File: config.mk
export PLATFORM = sky130hd
export DESIGN_NAME = rc_batch_scheduler
export DESIGN_NICKNAME = d
export VERILOG_FILES = /design/src/rtl/rc_sched_pkg.sv /design/src/rtl/rc_sched_out_fifo.sv /design/src/rtl/rc_batch_scheduler.sv
export SDC_FILE = /design/constraint.sdc
export NUM_CORES = 1
export LEC_CHECK = 0
export CAP_MARGIN = 20
export CORE_AREA = 2 2 404 406
export DETAILED_ROUTE_END_ITERATION = 10
export DIE_AREA = 0 0 406 408
export REMOVE_ABC_BUFFERS = 1
export SLEW_MARGIN = 20
export SYNTH_ARGS = -nofsm -noshare
export SYNTH_HDL_FRONTEND = slang
export SYNTH_SLANG_ARGS = --single-unit
File: constraint.sdc
create_clock -name clk -period 2.8 [get_ports clk]
set_input_delay 0.28 -clock clk [delete_from_list [all_inputs] [get_ports clk]]
set_output_delay 0.28 -clock clk [all_outputs]
set_load 0.05 [all_outputs]
File: src/rtl/rc_sched_pkg.sv
// Shared types and sizing for the Reinforced Concrete batch scheduler.
// Default sizing matches 13 lanes of 3-element states per slot.
package rc_sched_pkg;

  typedef enum logic [2:0] {
    S_IDLE,
    S_CLR,
    S_LOAD,
    S_PAD,
    S_RUN,
    S_DRAIN,
    S_ABORT
  } state_t;

  localparam int SLOT_WORDS = 39;
  localparam int JOB_WORDS  = 2 * SLOT_WORDS;
  localparam int CNT_W      = $clog2(JOB_WORDS + 1);

  // Word index to one-hot slot strobe: first slot_words go to slot 0.
  function automatic logic [1:0] slot_onehot(input int idx, input int slot_words);
    return (idx < slot_words) ? 2'b01 : 2'b10;
  endfunction

endpackage

File: src/rtl/rc_sched_out_fifo.sv
// Two-entry output FIFO holding {last, data} words read back from the core.
// Pushes into a full FIFO without a simultaneous pop are ignored.
module rc_sched_out_fifo #(
  parameter int W = 255
) (
  input  logic         clk,
  input  logic         reset_n,
  input  logic         i_push,
  input  logic [W-1:0] i_din,
  input  logic         i_pop,
  output logic [W-1:0] o_dout,
  output logic         o_valid,
  output logic [1:0]   o_count
);

  logic       r_wr_ptr;
  logic       r_rd_ptr;
  logic [1:0] r_count;
  logic       w_pop;
  logic       w_push;

  assign o_valid = (r_count != 2'd0);
  assign o_count = r_count;
  assign w_pop   = i_pop & o_valid;
  assign w_push  = i_push & ((r_count != 2'd2) | w_pop);

  genvar gi;
  generate
    for (gi = 0; gi < 2; gi++) begin : g_entry
      logic [W-1:0] r_entry;
      always_ff @(posedge clk or negedge reset_n) begin
        if (!reset_n)
          r_entry <= '0;
        else if (w_push && (r_wr_ptr == 1'(gi)))
          r_entry <= i_din;
      end
    end
  endgenerate

  assign o_dout = r_rd_ptr ? g_entry[1].r_entry : g_entry[0].r_entry;

  always_ff @(posedge clk or negedge reset_n) begin
    if (!reset_n) begin
      r_wr_ptr <= 1'b0;
      r_rd_ptr <= 1'b0;
      r_count  <= 2'd0;
    end else begin
      if (w_push) r_wr_ptr <= ~r_wr_ptr;
      if (w_pop)  r_rd_ptr <= ~r_rd_ptr;
      r_count <= r_count + {1'b0, w_push} - {1'b0, w_pop};
    end
  end

endmodule

File: src/rtl/rc_batch_scheduler.sv
// Loads a 78-word job into the dual-slot permutation core, runs it, drains it.
// Define RC_SCHED_TIMEOUT_EN to abort a RUN that exceeds TIMEOUT_CYCLES.
module rc_batch_scheduler
  import rc_sched_pkg::*;
#(
  parameter int N_BITS         = 254,
  parameter int STATE_SIZE     = 3,
  parameter int LANES          = 13,
  parameter int TIMEOUT_CYCLES = 4096
) (
  input  logic              clk,
  input  logic              reset_n,
  input  logic              s_valid,
  output logic              s_ready,
  input  logic [N_BITS-1:0] s_data,
  input  logic              s_last,
  output logic              m_valid,
  input  logic              m_ready,
  output logic [N_BITS-1:0] m_data,
  output logic              m_last,
  output logic              core_reset,
  output logic [1:0]        core_wr,
  output logic [1:0]        core_rd,
  output logic [N_BITS-1:0] core_in,
  output logic              core_enable,
  input  logic [N_BITS-1:0] core_out,
  input  logic              core_done,
  output logic              busy,
  output logic              err
);

  localparam int L_SLOT = STATE_SIZE * LANES;
  localparam int L_JOB  = 2 * L_SLOT;
  localparam int L_CW   = $clog2(L_JOB + 1);

  state_t          r_state, w_next;
  logic [L_CW-1:0] r_cnt;
  logic [L_CW-1:0] r_rd_cnt;
  logic            r_inflight;
  logic            r_inflight_last;
  logic [N_BITS:0] w_fifo_dout;
  logic            w_fifo_valid;
  logic [1:0]      w_fifo_count;
  logic            w_pop;
  logic [2:0]      w_occ_next;
  logic            w_can_read;
  logic [1:0]      w_slot_wr;
  logic [1:0]      w_slot_rd;

  assign w_slot_wr = slot_onehot(int'(r_cnt), L_SLOT);
  assign w_slot_rd = slot_onehot(int'(r_rd_cnt), L_SLOT);
  assign w_pop     = w_fifo_valid & m_ready;

  // Occupancy after this cycle's pop plus the read still in flight must leave room.
  assign w_occ_next = {1'b0, w_fifo_count} - {2'b0, w_pop} + {2'b0, r_inflight};
  assign w_can_read = (r_state == S_DRAIN) && (r_rd_cnt < L_CW'(L_JOB)) && (w_occ_next < 3'd2);

`ifdef RC_SCHED_TIMEOUT_EN
  localparam int L_RW = $clog2(TIMEOUT_CYCLES + 1);
  logic [L_RW-1:0] r_run_cnt;
  logic            r_err;
`endif

  always_comb begin
    w_next      = r_state;
    s_ready     = 1'b0;
    core_wr     = 2'b00;
    core_rd     = 2'b00;
    core_in     = '0;
    core_enable = 1'b0;
    case (r_state)
      S_IDLE:  if (s_valid) w_next = S_CLR;
      S_CLR:   w_next = S_LOAD;
      S_LOAD: begin
        s_ready = 1'b1;
        if (s_valid) begin
          core_wr = w_slot_wr;
          core_in = s_data;
          if (r_cnt == L_CW'(L_JOB - 1)) w_next = S_RUN;
          else if (s_last)               w_next = S_PAD;
        end
      end
      S_PAD: begin
        core_wr = w_slot_wr;
        if (r_cnt == L_CW'(L_JOB - 1)) w_next = S_RUN;
      end
      S_RUN: begin
        core_enable = 1'b1;
        if (core_done) w_next = S_DRAIN;
`ifdef RC_SCHED_TIMEOUT_EN
        else if (r_run_cnt == L_RW'(TIMEOUT_CYCLES - 1)) w_next = S_ABORT;
`endif
      end
      S_DRAIN: begin
        if (w_can_read) core_rd = w_slot_rd;
        if (w_pop && w_fifo_dout[N_BITS]) w_next = S_IDLE;
      end
      S_ABORT: w_next = s_valid ? S_CLR : S_IDLE;
      default: w_next = S_IDLE;
    endcase
  end

  always_ff @(posedge clk or negedge reset_n) begin
    if (!reset_n) begin
      r_state         <= S_IDLE;
      r_cnt           <= '0;
      r_rd_cnt        <= '0;
      r_inflight      <= 1'b0;
      r_inflight_last <= 1'b0;
    end else begin
      r_state <= w_next;
      if (r_state == S_CLR)      r_cnt <= '0;
      else if (core_wr != 2'b00) r_cnt <= r_cnt + 1'b1;
      if (r_state == S_CLR)      r_rd_cnt <= '0;
      else if (core_rd != 2'b00) r_rd_cnt <= r_rd_cnt + 1'b1;
      r_inflight      <= (core_rd != 2'b00);
      r_inflight_last <= (core_rd != 2'b00) && (r_rd_cnt == L_CW'(L_JOB - 1));
    end
  end

`ifdef RC_SCHED_TIMEOUT_EN
  always_ff @(posedge clk or negedge reset_n) begin
    if (!reset_n) begin
      r_run_cnt <= '0;
      r_err     <= 1'b0;
    end else begin
      r_run_cnt <= (r_state == S_RUN) ? r_run_cnt + 1'b1 : '0;
      if (r_state == S_RUN && w_next == S_ABORT) r_err <= 1'b1;
    end
  end
  assign err = r_err;
`else
  assign err = 1'b0;
`endif

  rc_sched_out_fifo #(.W(N_BITS + 1)) u_fifo (
    .clk     (clk),
    .reset_n (reset_n),
    .i_push  (r_inflight),
    .i_din   ({r_inflight_last, core_out}),
    .i_pop   (w_pop),
    .o_dout  (w_fifo_dout),
    .o_valid (w_fifo_valid),
    .o_count (w_fifo_count)
  );

  assign m_valid    = w_fifo_valid;
  assign m_data     = w_fifo_dout[N_BITS-1:0];
  assign m_last     = w_fifo_dout[N_BITS];
  assign busy       = (r_state != S_IDLE);
  assign core_reset = ~reset_n | (r_state == S_CLR);

endmodule

==> flow_metrics.env <==
export IMPL_status="complete, but fails checks"
export IMPL_violations="antenna violations, negative setup slack"
export IMPL_cp_data_required_time_ps=2520
export IMPL_antenna_found_initial=106
export IMPL_synth_top_family_by_area="multiplexers"
export IMPL_vias=19816
export IMPL_drive_above_1_share=0.464
export IMPL_cts_buffers=67
export IMPL_cp_common_cell="inv_2"
export IMPL_synthAdderAreaFrac=0.00396
export IMPL_grt_pass1_vias=20559
export IMPL_hold_class="in -> async"
export IMPL_rr_startpoint="u_fifo.o_count[1]$_DFF_PN0_"
export IMPL_crit_arrival_ps=2820
export IMPL_syn_to_final_growth_pct=67.5
export IMPL_p_per_area_nw_per_um2=589
export IMPL_synthArstFlopShare=1.00
export IMPL_synth_edf_count=0
export IMPL_numClockSinks=533
export IMPL_place_hpwl_um=127000
export IMPL_rows=148
export IMPL_core_um2=162000
export IMPL_gp_congestion=1.04
export IMPL_cts_tree="built"
export IMPL_final_util=0.281
export IMPL_synthTopCellsByCount="dfrtp_1 (533), mux2_4 (400), mux2_2 (346)"
export IMPL_hold_viol_final=0
export IMPL_wl_per_cell_um=29.4
export IMPL_max_freq_mhz=323
export IMPL_fp_dieW_um=406
export IMPL_worstReg2RegEnd="r_rd_cnt[4]$_DFFE_PN0P_"
export IMPL_grtUsageTotal=0.180
export IMPL_setup_violations_final=2
export IMPL_fin_nets=3401
export IMPL_period_needed_ps=3100
export IMPL_ir_worst_vdd_mv=0.430
export IMPL_initial_core_util=0.168
export IMPL_slowest_stage="fa_1"
export IMPL_ant_nets=1
export IMPL_synth_avg_cell_area_um2=15.1
export IMPL_max_cap_violations=0
export IMPL_p_leak_nw=22.3
export IMPL_ys_flop_type="dfrtp_1"
export IMPL_m1WireLength_um=65500
export IMPL_ys_ff_latch=533
export IMPL_grt_start_max_net_pins=100
export IMPL_drcViolationCount=0
export IMPL_mappedNetlistArea_um2=27100
export IMPL_synthMuxAreaShare=0.375
export IMPL_cp_num_buf_inv=3
export IMPL_wl_met3_um=20200
export IMPL_tightestPinTransition_ps=850
export IMPL_top_layer="met5"
export IMPL_yosysMostFrequentCell="dfrtp_1"
export IMPL_drt_iter0_drc=1241
export IMPL_setup_tns_final_ps=-582
export IMPL_synth_xor_area_frac=0.00355
export IMPL_synthCells=1792
export IMPL_synth_compound_area_frac=0.00502
export IMPL_clock_path_buffers=3
export IMPL_report_final_slew_viol_count=0
export IMPL_setup_slack_ps=-297
export IMPL_fp_dieArea_um2=166000
export IMPL_min_period_over_period=1.11
export IMPL_cp_top_family="adder cells"
export IMPL_routed_wl_um=154000
export IMPL_dr_pass1_iters=5
export IMPL_ys_types=47
export IMPL_path_cells="o21ai_2 > inv_2 > ha_4 > inv_2 > nand2_2 > fa_1 > nand4b_1 > nor2_2 > and2_4 > nor2b_4 > buf_12"
export IMPL_synth_area_top_cells="dfrtp_1 (49%), mux2_4 (22%), mux2_2 (14%), and2_1 (5.9%), buf_12 (3.2%)"
export IMPL_io_pins=1033
export IMPL_rr_worst_depth=14
export IMPL_multi_input_area_um2=12500
export IMPL_worstSetupPathType="reg -> out"
export IMPL_yosys_area_share_simple=0.0718
export IMPL_reg2reg_slack_ps=330
export IMPL_crit_path_end_kind="output pin"
export IMPL_ys_seq_area_frac=0.491
export IMPL_slowest_delay_ps=470
export IMPL_seq_area_um2=13300
export IMPL_grt_overflow_total=0
export IMPL_htree_levels=3
export IMPL_start_kind="flop"
export IMPL_met2_length_um=64900
export IMPL_vias_per_cell=3.77
export IMPL_io_buffers=1031
export IMPL_root_buffer="clkbuf_16"
export IMPL_cp_max_fo=2
export IMPL_rsz0062_at_grt="yes"
export IMPL_max_slew_margin_rel=0.432
export IMPL_num_fill_cells=16567
export IMPL_ys_warn_count=0
export IMPL_synth_top_cell_area_share=0.491
export IMPL_grt_pass1_wl_um=198000
export IMPL_cts_clk_slew_worst_paths_ps=60
export IMPL_die_y_um=408
export IMPL_synth_top_cell_by_area="dfrtp_1"
export IMPL_clk_latency_ps=680
export IMPL_skew_ps=29.5
==> worst max path at each step <==
stage	from	to	slack [ps]	depth (start not counted)
after CTS	u_fifo.o_count[0]$_DFF_PN0_	core_rd[0]	-440	12
after global routing	u_fifo.o_count[1]$_DFF_PN0_	core_rd[1]	-450	11
after floorplan	r_state[0]$_DFFE_PN0P_	core_in[0]	-6970	2
after detailed placement	m_ready	core_rd[1]	-250	12
after global placement	m_ready	core_rd[1]	-270	12
final	u_fifo.o_count[1]$_DFF_PN0_	core_rd[1]	-300	11
==> final cells by class <==
class                      instances  area share
inverter                           8    0.000661
clock inverter                    28      0.0101
antenna                          158     0.00870
tap                             2175      0.0599
timing repair buffer            1136       0.310
clock buffer                      91      0.0418
sequential                       533       0.294
multi-input combinational       1133       0.275
==> metrics by stage <==
stage / instances / total power, W / worst slack (ps) / instance area [um2] / hold WS [ps]
floorplan: 1674 / 0.0114 / -6970 / 25800 / -15.6
global placement: 4971 / 0.0170 / -266 / 42600 / 229
detailed placement: 4971 / 0.0170 / -246 / 42600 / 230
CTS: 5099 / 0.0270 / -437 / 45000 / 65.5
global route: 5163 / 0.0277 / -452 / 45200 / 91.2
finish: 5262 / 0.0268 / -297 / 45500 / 108
==> flip-flops by register name, indices dropped and copies added, names as in the netlist, 2 cells and up <==
signal                  count
r_state                     3
u_fifo.g_entry.r_entry    510
r_rd_cnt                    7
u_fifo.o_count              2
r_cnt                       7
==> worst register-to-register path: cells and delay by family, from the launching register on <==
| kind | cells | cell delay, ps |
|---|---|---|
| AOI/OAI and AO/OA | 1 | 170 |
| muxes | 1 | 130 |
| buffers and inverters | 6 | 540 |
| and+or+nand+nor | 4 | 440 |
| adders and majority gates | 2 | 680 |
| DFF | 1 | 390 |
==> cells by family (layout without fill, tap and decap cells) <==
family	after synthesis	count (layout)
simple gates	324	324
buf+inv	126	1263
other cells	1	159
mux	770	770
xor+xnor	11	11
fa+ha+maj	8	8
compound gates	19	19
flops	533	533
==> timing repair <==
item / CTS / global route
setup buffers: 3 / 4
resized for setup: 252 / 50
endpoints found under the setup margin: 238 / 199
pin swaps: 4 / 3
hold endpoints to repair: 262 / 0
gates cloned: 5 / 2
hold buffers: 1 / 0
==> report_power, final <==
part | switching [W] | total (W) | internal, W | leakage, nW
Clock | 0.00370 | 0.00935 | 0.00565 | 1.14
Sequential | 0.000110 | 0.00791 | 0.00780 | 7.42
Combinational | 0.00526 | 0.00950 | 0.00424 | 13.7
Total | 0.00907 | 0.0268 | 0.0177 | 22.3
==> layout by cell type, fill, tap and decap left out, drive strengths merged, types with 6 or more instances in the layout <==
cell,netlist,routed
bufinv,0,9
clkinv,0,8
dfrtp,533,533
dlygate4sd2,0,133
diode,0,158
nand3,6,6
mux2,765,765
clkdlybuf4s50,0,515
and2,257,257
xnor2,8,8
nand2,18,18
clkbuf,31,114
nor2,19,19
buf,87,436
clkdlybuf4s15,0,26
inv,8,14
ha,7,7
==> per-layer routing <==
layer	GRT usage	up-vias
met1	0.226	10041
met3	0.109	226
li1	-	8563
met5	0.000292	-
met4	0.0617	78
met2	0.251	908
(Power assumes the default switching activity.)
